--- src/rtl/operand_seq.sv ---
// rtl/operand_seq.sv - operand A/B vector sequencer with table, step, auto and LFSR sources
module operand_seq #(
  parameter int          WIDTH  = 32,
  parameter int          PERIOD = 50_000_000,
  parameter logic [15:0] SEED   = 16'hACE1
) (
  input  logic             clk,
  input  logic             rst,
  input  logic [1:0]       mode,
  input  logic [2:0]       sel,
  input  logic             step,
  input  logic             out_ready,
  output logic [WIDTH-1:0] A,
  output logic [WIDTH-1:0] B,
  output logic             out_valid,
  output logic [2:0]       idx,
  output logic             overrun,
  output logic [7:0]       vec_count
);

  typedef enum logic [1:0] {
    MODE_SW   = 2'b00,
    MODE_STEP = 2'b01,
    MODE_AUTO = 2'b10,
    MODE_LFSR = 2'b11
  } mode_e;

  localparam int CW = $clog2(PERIOD);
  localparam logic [CW-1:0] PERIOD_LAST = CW'(PERIOD - 1);

  localparam logic [63:0]      P64 = 64'h12345678_12345678;
  localparam logic [63:0]      Q64 = 64'h33332222_33332222;
  localparam logic [WIDTH-1:0] M   = {1'b1, {(WIDTH-1){1'b0}}};
  localparam logic [WIDTH-1:0] F   = {WIDTH{1'b1}};
  localparam logic [WIDTH-1:0] P   = P64[WIDTH-1:0];
  localparam logic [WIDTH-1:0] Q   = Q64[WIDTH-1:0];

  function automatic logic [2*WIDTH-1:0] table_entry(input logic [2:0] i);
    case (i)
      3'd0:    table_entry = {{WIDTH{1'b0}}, {WIDTH{1'b0}}};
      3'd1:    table_entry = {WIDTH'(3), WIDTH'(12'h607)};
      3'd2:    table_entry = {M, M};
      3'd3:    table_entry = {~M, ~M};
      3'd4:    table_entry = {F, F};
      3'd5:    table_entry = {M, F};
      3'd6:    table_entry = {F, M};
      default: table_entry = {P, Q};
    endcase
  endfunction

  function automatic logic [15:0] rev16(input logic [15:0] v);
    for (int i = 0; i < 16; i++) begin
      rev16[i] = v[15-i];
    end
  endfunction

  mode_e             mode_q;
  logic              fresh_q;
  logic [WIDTH-1:0]  a_q;
  logic [WIDTH-1:0]  b_q;
  logic              valid_q;
  logic [2:0]        idx_q;
  logic              overrun_q;
  logic [7:0]        count_q;
  logic [15:0]       lfsr_q;
  logic [CW-1:0]     cnt_q;

  mode_e             mode_cur;
  logic              xfer;
  logic              entering;
  logic              period_hit;
  logic              advance;
  logic [2:0]        idx_d;
  logic [15:0]       lfsr_d;
  logic [2*WIDTH-1:0] sw_pair;
  logic [2*WIDTH-1:0] next_pair;
  logic [2*WIDTH-1:0] zero_pair;

  assign mode_cur   = mode_e'(mode);
  assign xfer       = valid_q & out_ready;
  // fresh_q makes the first edge after reset behave exactly like a mode entry
  assign entering   = fresh_q | (mode_cur != mode_q);
  assign period_hit = (cnt_q == PERIOD_LAST);
  assign advance    = (mode_cur == MODE_STEP) ? step :
                      (mode_cur == MODE_AUTO) ? period_hit : 1'b0;
  assign idx_d      = idx_q + 3'd1;
  assign lfsr_d     = {lfsr_q[0] ^ lfsr_q[2] ^ lfsr_q[3] ^ lfsr_q[5], lfsr_q[15:1]};
  assign sw_pair    = table_entry(sel);
  assign next_pair  = table_entry(idx_d);
  assign zero_pair  = table_entry(3'd0);

  always_ff @(posedge clk or posedge rst) begin
    if (rst) begin
      mode_q    <= MODE_SW;
      fresh_q   <= 1'b1;
      a_q       <= '0;
      b_q       <= '0;
      valid_q   <= 1'b0;
      idx_q     <= 3'd0;
      overrun_q <= 1'b0;
      count_q   <= 8'd0;
      lfsr_q    <= SEED;
      cnt_q     <= '0;
    end else begin
      fresh_q <= 1'b0;
      mode_q  <= mode_cur;
      if (xfer) begin
        count_q <= count_q + 8'd1;
      end
      if (entering) begin
        valid_q <= 1'b1;
        cnt_q   <= '0;
        case (mode_cur)
          MODE_SW: begin
            idx_q      <= sel;
            {a_q, b_q} <= sw_pair;
          end
          MODE_LFSR: begin
            idx_q <= 3'd0;
            a_q   <= {(WIDTH/16){lfsr_q}};
            b_q   <= {(WIDTH/16){rev16(lfsr_q)}};
          end
          default: begin
            idx_q      <= 3'd0;
            {a_q, b_q} <= zero_pair;
          end
        endcase
      end else begin
        case (mode_cur)
          MODE_SW: begin
            valid_q    <= 1'b1;
            idx_q      <= sel;
            {a_q, b_q} <= sw_pair;
          end
          MODE_LFSR: begin
            valid_q <= 1'b1;
            idx_q   <= 3'd0;
            if (xfer) begin
              lfsr_q <= lfsr_d;
              a_q    <= {(WIDTH/16){lfsr_d}};
              b_q    <= {(WIDTH/16){rev16(lfsr_d)}};
            end
          end
          default: begin
            if (mode_cur == MODE_AUTO) begin
              cnt_q <= period_hit ? '0 : cnt_q + CW'(1);
            end
            if (advance) begin
              if (!valid_q || xfer) begin
                idx_q      <= idx_d;
                {a_q, b_q} <= next_pair;
                valid_q    <= 1'b1;
              end else begin
                overrun_q <= 1'b1;
              end
            end else if (xfer) begin
              valid_q <= 1'b0;
            end
          end
        endcase
      end
    end
  end

  assign A         = a_q;
  assign B         = b_q;
  assign out_valid = valid_q;
  assign idx       = idx_q;
  assign overrun   = overrun_q;
  assign vec_count = count_q;

endmodule

--- config.mk ---
export PLATFORM = sky130hd
export DESIGN_NAME = operand_seq
export DESIGN_NICKNAME = d
export VERILOG_FILES = /design/src/rtl/operand_seq.sv
export SDC_FILE = /design/constraint.sdc
export NUM_CORES = 1
export LEC_CHECK = 0
export ABC_CLOCK_PERIOD_IN_PS = 5900
export CAP_MARGIN = 20
export CORE_MARGIN = 2
export CORE_UTILIZATION = 45
export DETAILED_ROUTE_END_ITERATION = 12
export GPL_ROUTABILITY_DRIVEN = 1
export PLACE_DENSITY = 0.67
export REMOVE_ABC_BUFFERS = 1
export SYNTH_ARGS = -nofsm -noshare
export SYNTH_HDL_FRONTEND = slang
export SYNTH_SLANG_ARGS = --single-unit
--- constraint.sdc ---
create_clock -name clk -period 5.9 [get_ports clk]
set_input_delay 1.18 -clock clk [delete_from_list [all_inputs] [get_ports clk]]
set_output_delay 1.18 -clock clk [all_outputs]
set_load 0.005 [all_outputs]
After elaboration in Yosys (flattened, before gate mapping). Cells that the tools add are included.

Register bits: 122. Input bits: 9. Output and inout port bits: 77. Word-level logic and storage cells: 87.

Add/subtract/negate cells: 3. Equal/unequal tests: 20. Multiplexer cells: 30. Bitwise logic cells: 8. Reduce and logical (&&, ||, !) cells: 16.

Operators with widths (count): case mux 64 bit (7 select lines) (2); 2-to-1 mux 32 bit (8); case mux 32 bit (2 select lines) (4); 2-to-1 mux 26 bit (4); adder 26 x 1 -> 26 bit (second input constant) (1); == test 26 bit (second input constant) (1); == test 3 bit (second input constant) (6); == test 3 x 2 -> 1 bit (second input constant) (4); 2-to-1 mux 3 bit (4); nonzero test 4 bit (3); adder 8 x 1 -> 8 bit (second input constant) (1); 2-to-1 mux 1 bit (7); == test 3 x 1 -> 1 bit (second input constant) (2); zero test 3 bit (2); case mux 3 bit (2 select lines) (1); AND reduction 2 bit (3); AND reduction 3 bit (2); == test 2 bit (second input constant) (2); != test 4 x 3 -> 1 bit (second input constant) (1); AND reduction 4 bit (1); adder 3 x 1 -> 3 bit (second input constant) (1); != test 3 bit (second input constant) (1); inverter 1 bit (3); bitwise XOR 1 bit (3); 10 further kinds (10).

Longest topological paths before layout.
Depth in word-level cells: 7. Depth in mapped cells: 10. Mapped depth without buffers: 7.

Least setup slack after synthesis. OpenSTA, ideal clock, no wires.

Kind: in2reg. Start point: input port mode[0]. End point: register cnt_q[15]. Library setup time: 0.122 ns. Data arrival time: 3.032 ns. Required time: 5.778 ns. Slack: 2.746 ns. Stages: 8. Buffers on the path: 2. Path through: inv_1 -> ha_1 -> clkbuf_1 -> and2_1 -> clkbuf_1 -> o41ai_1 -> nor2_1 -> a32o_1.

Cells in the longest elaborated chain, start to end: 4. Elaborated cells between the ends (all ways): 10. Classes of those cells: eq/ne: 4; mux: 1; bitwise: 1; reduce/logical: 4.

RTL lines: start, declared (line 9) `input logic [1:0] mode,`; == test 2 bit (tied with other cells) (line 129) `case (mode_cur)`; OR reduction 2 bit (no line) / bitwise OR 1 bit (equally long branches); != test 2 x 1 -> 1 bit (no line) / nonzero test 2 bit (equally long branches); AND reduction 2 bit (no line); end signal, assigned (line 146) `cnt_q <= period_hit ? '0 : cnt_q + CW'(1);`; end, declared (line 66) `logic [CW-1:0] cnt_q;`.

Several ways; a longest one is shown, not always the timed one. A chain may end at the register's enable or synchronous reset.

Final worst setup path.
Start point: input port mode[0]. End point: register b_q[29], in the netlist B[29].

Cells in the longest elaborated chain, start to end: 5. Elaborated cells between the ends (all ways): 15. Classes of those cells: eq/ne: 5; mux: 5; bitwise: 1; reduce/logical: 4.

RTL lines: == test 2 bit (line 85) `(mode_cur == MODE_AUTO) ? period_hit : 1'b0;`; 2-to-1 mux 1 bit (line 85); 2-to-1 mux 1 bit (line 84) `assign advance = (mode_cur == MODE_STEP) ? step :`; nonzero test 4 bit (no line); AND reduction 3 bit (no line); end signal, assigned (line 116) `{a_q, b_q} <= sw_pair;`; end signal, assigned (line 121) `b_q <= {(WIDTH/16){rev16(lfsr_q)}};`; end signal, assigned (line 125) `{a_q, b_q} <= zero_pair;`; end, declared (line 60) `logic [WIDTH-1:0] b_q;`.

Several ways; a longest one is shown, not always the timed one.

==> impl_metrics.toml <==
[sta]
setup_viol = 0
max_freq_ghz = 0.258
hold_slack_ns = 0.473
rsz0062_at_grt = "no"
slew_viol_final = 0
period_needed_ns = 3.88
post-route-period-util = 0.657
setup_ws_ns = 2.02
fin_skew_ns = 0.00971
fin_setup_tns_ns = 0
tightest_slew_ns = 0.853
relSlewSlack = 0.431
hold_viol_final = 0

[clocking]
path_clk_slew_ns = 0.07
cts_root_buf = "clkbuf_16"
cts_tree = "yes"
cts_setup_buffers = 0
clk_latency_ns = 0.36
h-tree-depth = 3
cts.path.max_buffers = 2
cts.sinks = 107
cts_resized = 0
ctsHoldBuffers = 0
cts-buffers-inserted = 9

[detailed_routing]
via_per_inst = 5.70
post-route-drc-count = 0
ant_nets = 0
vias = 4773
dr.pass1.iters = 5
wl_um = 14600
drt_iter0_markers = 351
wire_per_inst_um = 17.4

[setup_path]
crit-reg2reg-launch = "idx[0]$_DFFE_PP0P_"
cp_max_fo = 19
critPathMaxStageDelay_ns = 0.75
end_kind = "register"
r2r_slack_ns = 3.18
critical_path_class = "in -> reg"
critPathBufInv = 2
worstPathArrival_ns = 4.16
startpoint_type = "primary input"
critPathRequiredTime_ns = 6.18
crit_chain = "clkdlybuf4s50_1, inv_1, ha_1, nand4_1, o211ai_1, o221ai_1, mux2i_1"
r2r_cells = 7
critical-path-slowest-cell = "o211ai_1"
crit_family = "compound AO/OA/AOI/OAI gates"
reg2reg_to = "A[22]$_DFFE_PP0P_"

[global_route]
grt_pass1_wl_um = 24100
antenna_found_initial = 0
grt_pass1_vias = 4682
grt_max_degree = 64
gr-total-overflow = 0
grt_usage = 0.215

[layout]
fin_area_um2 = 7200
final_cell_count_no_fill = 838
syn_to_final_growth_pct = 20.4
drive_gt1_frac = 0.142
fin_nets = 677
antenna_cells = 0

[placement]
placed_area_um2 = 6870
port_buffers = 85
place_congestion = 0.844
placed_cells = 820
pre_cts_slack_ns = 1.54
dpl.hpwl_um = 10100

[synth]
synth_most_common_cell = "dfrtp_1"
ys_ff_latch = 107
synth.cell_area_um2 = 5980
synth_edf_count = 0
postSynthCellCount = 597
synthTopCellsByArea = "dfrtp_1, mux2_2, mux2i_1, dfstp_2, o21ai_0"
ys_warn_count = 0
synthFlopType = "dfrtp_1"
yosysSeqAreaShare = 0.449
synth_top_area_frac = 0.410
synthArstFlopShare = 1.00
synth_common_cells = "dfrtp_1, mux2_2, o21ai_0"
yosysTopAreaCell = "dfrtp_1"
syn_avg_cell_area_um2 = 10.0
yosysUniqueCellTypes = 53

[pwr]
powerDensity_nw_per_um2 = 258
power_leakage_nw = 3.16
ir_drop_mv = 0.131

[floorplanning]
rows = 42
ioPinCount = 86
fp.dieArea_um2 = 14200
start_util = 0.457
coreArea_um2 = 13100
dieWidth_um = 119
die_h_um = 119

[hold_path]
hold_class = "reg -> reg"
min_path_cells = 1
hp-start = "vec_count[7]$_DFFE_PP0P_"
holdPathEnd = "vec_count[7]$_DFFE_PP0P_"

[run]
drv_cap = 0

[outcome]
status = "finished clean"
[flip-flops by register name (all words and copies together) (netlist names)]
register   flops
idx            3
out_valid      1
fresh_q        1
overrun        1
lfsr_q        16
cnt_q         26
vec_count      8
A             24
mode_q         2
B             25
[where the power goes]
| group | switching [W] | internal (W) |
|---|---|---|
| Combinational | 0.000164 | 0.000191 |
| Sequential | 0.0000660 | 0.000800 |
| Clock | 0.000265 | 0.000372 |
| Total | 0.000495 | 0.00136 |
[layout by cell type (no fill, tap or decap), types with 3 or more instances in the layout]
cell and n:
a21boi_0 4, a21o_1 3, a21oi_1 21, a31oi_1 5, and2_1 13, and3_1 9, and4_1 4, buf_4 8
clkbuf_1 4, clkbuf_16 9, clkdlybuf4s50_1 85, dfrtp_1 98, dfstp_2 9, ha_1 11, inv_1 19, mux2_2 55
mux2i_1 24, nand2_1 38, nand2b_1 6, nand3_1 32, nand4_1 9, nor2_1 38, nor2b_1 5, nor3_1 10
nor3b_1 3, nor4_1 7, nor4b_1 3, o211ai_1 11, o21ai_0 41, o221ai_1 11, o22ai_1 3, or3_1 4
xnor2_1 19, xor2_1 10
[cells by family (layout without fill, tap and decap cells)]
logic type | Yosys count | count (layout) | synth area share
DFF | 107 | 107 | 0.449
other | 1 | 1 | 0.000627
and+or+nand+nor | 188 | 188 | 0.161
AOI/OAI and AO/OA | 117 | 117 | 0.127
buffers and inverters | 65 | 130 | 0.0531
xor gates and xnor gates | 29 | 29 | 0.0425
muxes | 79 | 79 | 0.144
adders and majority gates | 11 | 11 | 0.0230
[layer usage]
metal	vias up	GRT usage	share of wire
met4	0	0.0971	0.026
met2	133	0.341	0.47
met1	2371	0.291	0.45
li1	2244	-	-
met5	-	0	0
met3	25	0.0330	0.044
[area by class of cell]
class	count	area [um2]
Inverter	20	77.6
Clock inverter	3	65.1
Sequential cell	107	2690
Timing Repair Buffer	94	931
Fill cell	1158	5880
Multi-Input combinational cell	425	2980
Tap cell	176	220
Clock buffer	13	240
[per-stage QoR]
stage,power [W],utilization
2_1_floorplan,0.00104,-
3_3_place_gp,0.00122,0.525
3_5_place_dp,0.00123,0.525
4_1_cts,0.00187,0.548
5_1_grt,0.00194,0.551
6_report,0.00186,0.551
[worst max path at each step]
stage	startpoint	endpoint	slack [ns]	cells past startpoint
finish	mode[0]	B[29]$_DFFE_PP0P_	2.02	7
global route	mode[1]	B[25]$_DFFE_PP0P_	1.78	7
CTS	mode[0]	B[20]$_DFFE_PP0P_	1.93	9
detailed placement	mode[0]	B[20]$_DFFE_PP0P_	1.54	9
global placement	mode[0]	B[26]$_DFFE_PP0P_	1.65	8
floorplan	mode[1]	A[0]$_DFFE_PP0P_	1.30	5
No activity file was read; power rests on OpenSTA's default activity.
==> variant 1 (same settings) <==
Add an input register stage for `mode`, cleared by the reset; this delays it by one clock. The other inputs are not delayed to match.
--- a/src/rtl/operand_seq.sv
+++ b/src/rtl/operand_seq.sv
@@ -34,6 +34,16 @@
   localparam logic [WIDTH-1:0] F   = {WIDTH{1'b1}};
   localparam logic [WIDTH-1:0] P   = P64[WIDTH-1:0];
   localparam logic [WIDTH-1:0] Q   = Q64[WIDTH-1:0];
+
+  logic [1:0] mode_r;
+
+  always_ff @(posedge clk or posedge rst) begin
+    if (rst) begin
+      mode_r <= '0;
+    end else begin
+      mode_r <= mode;
+    end
+  end
 
   function automatic logic [2*WIDTH-1:0] table_entry(input logic [2:0] i);
     case (i)
@@ -76,7 +86,7 @@
   logic [2*WIDTH-1:0] next_pair;
   logic [2*WIDTH-1:0] zero_pair;
 
-  assign mode_cur   = mode_e'(mode);
+  assign mode_cur   = mode_e'(mode_r);
   assign xfer       = valid_q & out_ready;
   // fresh_q makes the first edge after reset behave exactly like a mode entry
   assign entering   = fresh_q | (mode_cur != mode_q);
Formal check against the unedited RTL: not equivalent (a bounded check fails within 4 cycles, from zero or initial values and one cycle with rst high).
==> variant 1 against the unedited design <==
Synthesized area up 3.7%; final area grew 2.1%; routed wire length increased by 5.5%; setup slack better by 0.63 ns; sequential cell count grew 2; total power down 0.87%; utilization is 0.069 points higher; non-clock buffer count decreased by 3; critical path type unchanged.
==> variant 1: results (changes against the unedited design) <==
* Ranking of synthesized cells by area: dfrtp_1 40%, mux2_2 9.8%, o21ai_0 4.2% (was dfrtp_1 41%, mux2_2 10%, mux2i_1 4.0%)
* Ys Warns at 0 (unchanged)
* H-tree depth at 3 (unchanged)
* Total wire length at 15400 um (was 14600 um)
* Pin count of the biggest net entering global routing at 71 (was 64)
* Worst slew pin tran at 0.947 ns (was 0.853 ns)
* Final instance count without filler cells at 848 (was 838)
* Clk root buf: clkbuf_16 (unchanged)
* Clk_lat worst skew at 0.35 ns
* Sequential share of the synthesized area at 44.2% (was 44.9%)
* Drt pass-1 iters at 5 (unchanged)
* LEAKAGE at 0.00316 uW (about the same)
* Max incr delay on CP at 0.64 ns (was 0.75 ns)
* Detailed placer's ending HPWL at 10500 um (was 10100 um)
* CORE AREA at 13300 sq um (was 13100 sq um)
* Dpl cells at 832 (was 820)
* # nets final at 687 (was 677)
* Synthesized area per cell at 10.1 sq um (was 10.0 sq um)
* Fillers at 1180 (was 1158)
* Global-route wire length before repair at 25300 um (was 24100 um)
* Routability Congestion at 0.865 (was 0.844)
* Maximum clock insertion buffer count at 2 (unchanged)
* Share of layout cells above drive strength 1 at 15.0% (was 14.2%)
* Share of flip-flops with an asynchronous set or reset at 100% (unchanged)
* Max VDD drop at 0.177 mV (was 0.131 mV)
* Worst clock skew at 0.00921 ns (was 0.00971 ns)
* Hold crit path type: reg2reg (unchanged)
* Gr usage total at 21.7% (was 21.5%)
* WP data arrival at 3.49 ns (was 4.16 ns)
* Vias in the first global route at 4877 (was 4682)
* Place WS at 2.29 ns (was 1.54 ns)
* CP max FO at 9 (was 19)
* Initial DRC Count at 415 (was 351)
* DRC viols at 0 (unchanged)
* FF-to-FF path depth at 7 (unchanged)
* Synth top cells by count: 100 x dfrtp_1, 54 x mux2_2, 52 x o21ai_0 (was 98 x dfrtp_1, 55 x mux2_2, 41 x o21ai_0)
* Endpoints failing hold at 0 (unchanged)
* Distinct cells, synth at 66 (was 53)
* Slowest cell on the critical path: a21boi_1 (was o211ai_1)
* Status: finished, final reports clean (unchanged)
* P_int at 1350 uW (was 1360 uW)
* Via/cell ratio at 5.84 (was 5.70)
-- variant 1: cell types whose count changed after synthesis, moves of 7 or more --
cell | before | now
o21ai_0 | 41 | 52
xnor2_1 | 19 | 11
nor2b_1 | 5 | 12
nand3_1 | 32 | 46
nand4_1 | 9 | 20
nor3_1 | 11 | 2
o221ai_1 | 11 | 2
nor2_1 | 38 | 26
-- variant 1: kinds of logic (layout without fill, tap and decap cells) --
logic type	after synthesis	count (layout)	share of synthesized area (%)
and+or+nand+nor	216	216	19.6
xor gates and xnor gates	25	25	3.53
buffers and inverters	63	123	5.51
DFF	109	109	44.2
adders and majority gates	11	11	2.22
muxes	80	80	14.5
AOI/OAI and AO/OA	107	107	10.5
other	1	1	0.0605
-- variant 1: per-stage QoR --
stage               utilization [%]  cell area, sq um
floorplan                         -              5920
global placement               52.8              7040
detailed placement             52.8              7050
CTS                            55.1              7360
global route                   55.1              7360
finish                         55.1              7360
-- variant 1: worst paths after layout --
check / slack [ns] / to / from
setup reg to reg: 2.72 / cnt_q[24]$_DFFE_PP0P_ / mode_cur[0]$_DFF_PP0_
setup / recovery: 2.65 / A[24]$_DFFE_PP0P_ / sel[2]
hold / removal: 0.48 / vec_count[7]$_DFFE_PP0P_ / vec_count[7]$_DFFE_PP0P_
hold reg to reg: 0.48 / vec_count[7]$_DFFE_PP0P_ / vec_count[7]$_DFFE_PP0P_
min in group asynchronous: 1.37 / cnt_q[20]$_DFFE_PP0P_ / rst
max in group asynchronous: 3.45 / fresh_q$_DFF_PP1_ / rst
-- variant 1: metal layers --
layer	track usage, %	part of all wire [%]	vias up
li1	-	-	2303
met1	31.5	47	2473
met2	34.3	47	166
met3	2.91	5.5	9
met4	5.53	0.93	0
met5	0	0	-
-- variant 1: area by class of cell --
class,count,area [sq um],share of cell area [%]
clock buffer,11,243,3.30
clock inverter,5,65.1,0.884
inverter,16,62.6,0.850
multi-input combinational,440,3130,42.6
sequential,109,2740,37.2
tap,176,220,2.99
timing repair buffer,91,896,12.2
-- variant 1: power groups by stage --
stage / clock [uW] / sequential [uW] / combinational (uW)
finish: 629 / 868 / 344
global route: 674 / 878 / 378
CTS: 643 / 868 / 348
detailed placement: 0 / 883 / 346
global placement: 0 / 879 / 338
floorplan: 0 / 877 / 168
==> variant 2 (same settings) <==
Made on the original files. Change the parameter `PERIOD` from 50_000_000 to 200_000_000.
--- a/src/rtl/operand_seq.sv
+++ b/src/rtl/operand_seq.sv
@@ -1,7 +1,7 @@
 // rtl/operand_seq.sv - operand A/B vector sequencer with table, step, auto and LFSR sources
 module operand_seq #(
   parameter int          WIDTH  = 32,
-  parameter int          PERIOD = 50_000_000,
+  parameter int          PERIOD = 200_000_000,
   parameter logic [15:0] SEED   = 16'hACE1
 ) (
   input  logic             clk,
Function: same outputs for any inputs over 4 cycles, from zero or initial values and one cycle with rst high; that may be too few to reach the edited logic, so the function may still have changed.
==> variant 2 against the unedited design <==
Synthesized area increased by 1.1%; sequential cell count increased by 2; final cell count decreased by 2.9%; setup slack got worse by 0.28 ns; first-iteration DRC count decreased by 41%; worst hold slack improved by 0.018 ns; final area decreased by 0.61%; total power decreased by 3.9%; critical path depth increased by 2; routed wire length decreased by 8.0%; global-route usage decreased by 1.7 points; via count decreased by 5.9%; register-to-register slack got worse by 0.49 ns.
==> variant 2: results (changes against the unedited design) <==
* Synth top cells by count: 100 x dfrtp_1, 38 x nor2_1, 37 x mux2_2 (was 98 x dfrtp_1, 55 x mux2_2, 41 x o21ai_0)
* Reg2reg setup slack at 2.69 ns (was 3.18 ns)
* Postcts setup bufs at 0 (unchanged)
* Status: finished, final reports clean (unchanged)
* Most flop-heavy register: cnt_q (unchanged)
* Gr usage total at 19.8% (was 21.5%)
* Share of layout cells above drive strength 1 at 14.4% (was 14.2%)
* Ranking of synthesized cells by area: dfrtp_1 41%, mux2_2 6.9%, mux2i_1 5.1% (was dfrtp_1 41%, mux2_2 10%, mux2i_1 4.0%)
* WP data arrival at 4.40 ns (was 4.16 ns)
* PortBufs at 85 (unchanged)
* Critical path startpoint: mode[1] (was mode[0])
* Total wire length at 13400 um (was 14600 um)
* Clk_lat worst skew at between 0.3 and 0.4 ns
* Ys Warns at 0 (unchanged)
* # nets final at 653 (was 677)
* Dpl cells at 797 (was 820)
* Worst clock skew at 0.00602 ns (was 0.00971 ns)
* Share of flip-flops with an asynchronous set or reset at 100% (unchanged)
* Via count at 4491 (was 4773)
* Initial antenna violation count at 0 (unchanged)
* Final count of pins violating max slew at 0 (unchanged)
* Reg clk slew, reported paths at 0.07 ns (about the same)
* Critical path type: in2reg (unchanged)
* Final instance count without filler cells at 814 (was 838)
* Max-Cap Viols at 0 (unchanged)
* Synthesized area per cell at 10.6 sq um (was 10.0 sq um)
* DP Area at 6860 sq um (was 6870 sq um)
* Pin count of the biggest net entering global routing at 62 (was 64)
* Worst slew pin tran at 1.08 ns (was 0.853 ns)
* Clk root buf: clkbuf_16 (unchanged)
* Setup slack after layout at 1.74 ns (was 2.02 ns)
* Ant. Diodes at 0 (unchanged)
* Psw at 470 uW (was 495 uW)
* Maximum clock insertion buffer count at 2 (unchanged)
* Detailed placer's ending HPWL at 9520 um (was 10100 um)
* Reg2reg start: cnt_q[18]$_DFFE_PP0P_ (was idx[0]$_DFFE_PP0P_)
* Max FFs per register at 28 (was 26)
* Post-CTS sizing at 0 (unchanged)
* Ys flop type: dfrtp_1 (unchanged)
* Max VDD drop at 0.185 mV (was 0.131 mV)
* Initial DRC Count at 206 (was 351)
* Total CTS buffers at 9 (unchanged)
* R2r endpoint: B[31]$_DFFE_PP0P_ (was A[22]$_DFFE_PP0P_)
* H-tree depth at 3 (unchanged)
* Routability Congestion at 0.857 (was 0.844)
* FF-to-FF path depth at 6 (was 7)
* Sequential share of the synthesized area at 45.3% (was 44.9%)
* LEAKAGE at 0.00299 uW (was 0.00316 uW)
* CP max FO at 28 (was 19)
* Hold crit path type: reg2reg (unchanged)
* Global-route wire length before repair at 22600 um (was 24100 um)
* Distinct cells, synth at 66 (was 53)
* Drt pass-1 iters at 5 (unchanged)
* Place WS at 1.34 ns (was 1.54 ns)
-- variant 2: cell count changes after synthesis, moves of 9 or more --
cell      delta
o22a_1       +9
nand3_1     -15
o221a_2      +9
inv_1       +10
xnor2_1     +13
clkbuf_1    -13
mux2_2      -18
o21ai_0      -9
-- variant 2: logic make-up (layout without fill, tap and decap cells) --
kind of cell | count (synthesis) | after routing | share of synthesized area [%]
AND/OR/NAND/NOR | 165 | 165 | 15.0
AO/OA/AOI/OAI | 112 | 112 | 13.1
flip-flops | 109 | 109 | 45.3
multiplexers | 70 | 70 | 12.4
buffers and inverters | 70 | 136 | 6.91
XOR/XNOR | 34 | 34 | 4.92
adder cells (fa/ha/maj) | 11 | 11 | 2.28
other | 1 | 1 | 0.0620
-- variant 2: worst min-delay path by stage --
| stage | startpoint | endpoint | slack, ns | depth (start not counted) |
|---|---|---|---|---|
| finish | vec_count[7]$_DFFE_PP0P_ | vec_count[7]$_DFFE_PP0P_ | 0.49 | 1 |
| global route | vec_count[4]$_DFFE_PP0P_ | vec_count[4]$_DFFE_PP0P_ | 0.51 | 1 |
| CTS | vec_count[6]$_DFFE_PP0P_ | vec_count[6]$_DFFE_PP0P_ | 0.50 | 1 |
| detailed placement | vec_count[6]$_DFFE_PP0P_ | vec_count[6]$_DFFE_PP0P_ | 0.49 | 1 |
| global placement | vec_count[7]$_DFFE_PP0P_ | vec_count[7]$_DFFE_PP0P_ | 0.46 | 1 |
| floorplan | overrun$_DFFE_PP0P_ | overrun$_DFFE_PP0P_ | 0.47 | 1 |
-- variant 2: area by class of cell --
type | count | area (sq um)
multi-input cells | 393 | 2900
clock buffers | 14 | 284
flip-flops and latches | 109 | 2740
repair buffers | 90 | 886
well taps | 176 | 220
fillers | 1145 | 6030
clock inverters | 2 | 13.8
inverters | 30 | 115
-- variant 2: worst max-delay path, cell delays in order --
cell and delay [ns]:
clkdlybuf4s50_1 0.62, inv_1 0.10, ha_1 0.20, nand2b_1 0.15, a21oi_1 0.42, o31ai_4 0.11
a31oi_4 0.74, buf_4 0.46, mux2_2 0.38
-- variant 2: power groups by stage --
stage | Combinational (uW) | Sequential (uW) | Clock [uW]
4_1_cts | 324 | 865 | 618
3_3_place_gp | 317 | 876 | 0
5_1_grt | 352 | 873 | 650
6_report | 320 | 864 | 601
2_1_floorplan | 156 | 870 | 0
3_5_place_dp | 323 | 878 | 0
-- variant 2: per-layer routing --
| layer | wire length [um] | global-route usage (%) | vias up |
|---|---|---|---|
| li1 | - | - | 2166 |
| met4 | 333 | 8.09 | 0 |
| met2 | 6210 | 30.4 | 113 |
| met1 | 6290 | 27.6 | 2190 |
| met5 | 0 | 0 | - |
| met3 | 577 | 3.52 | 22 |
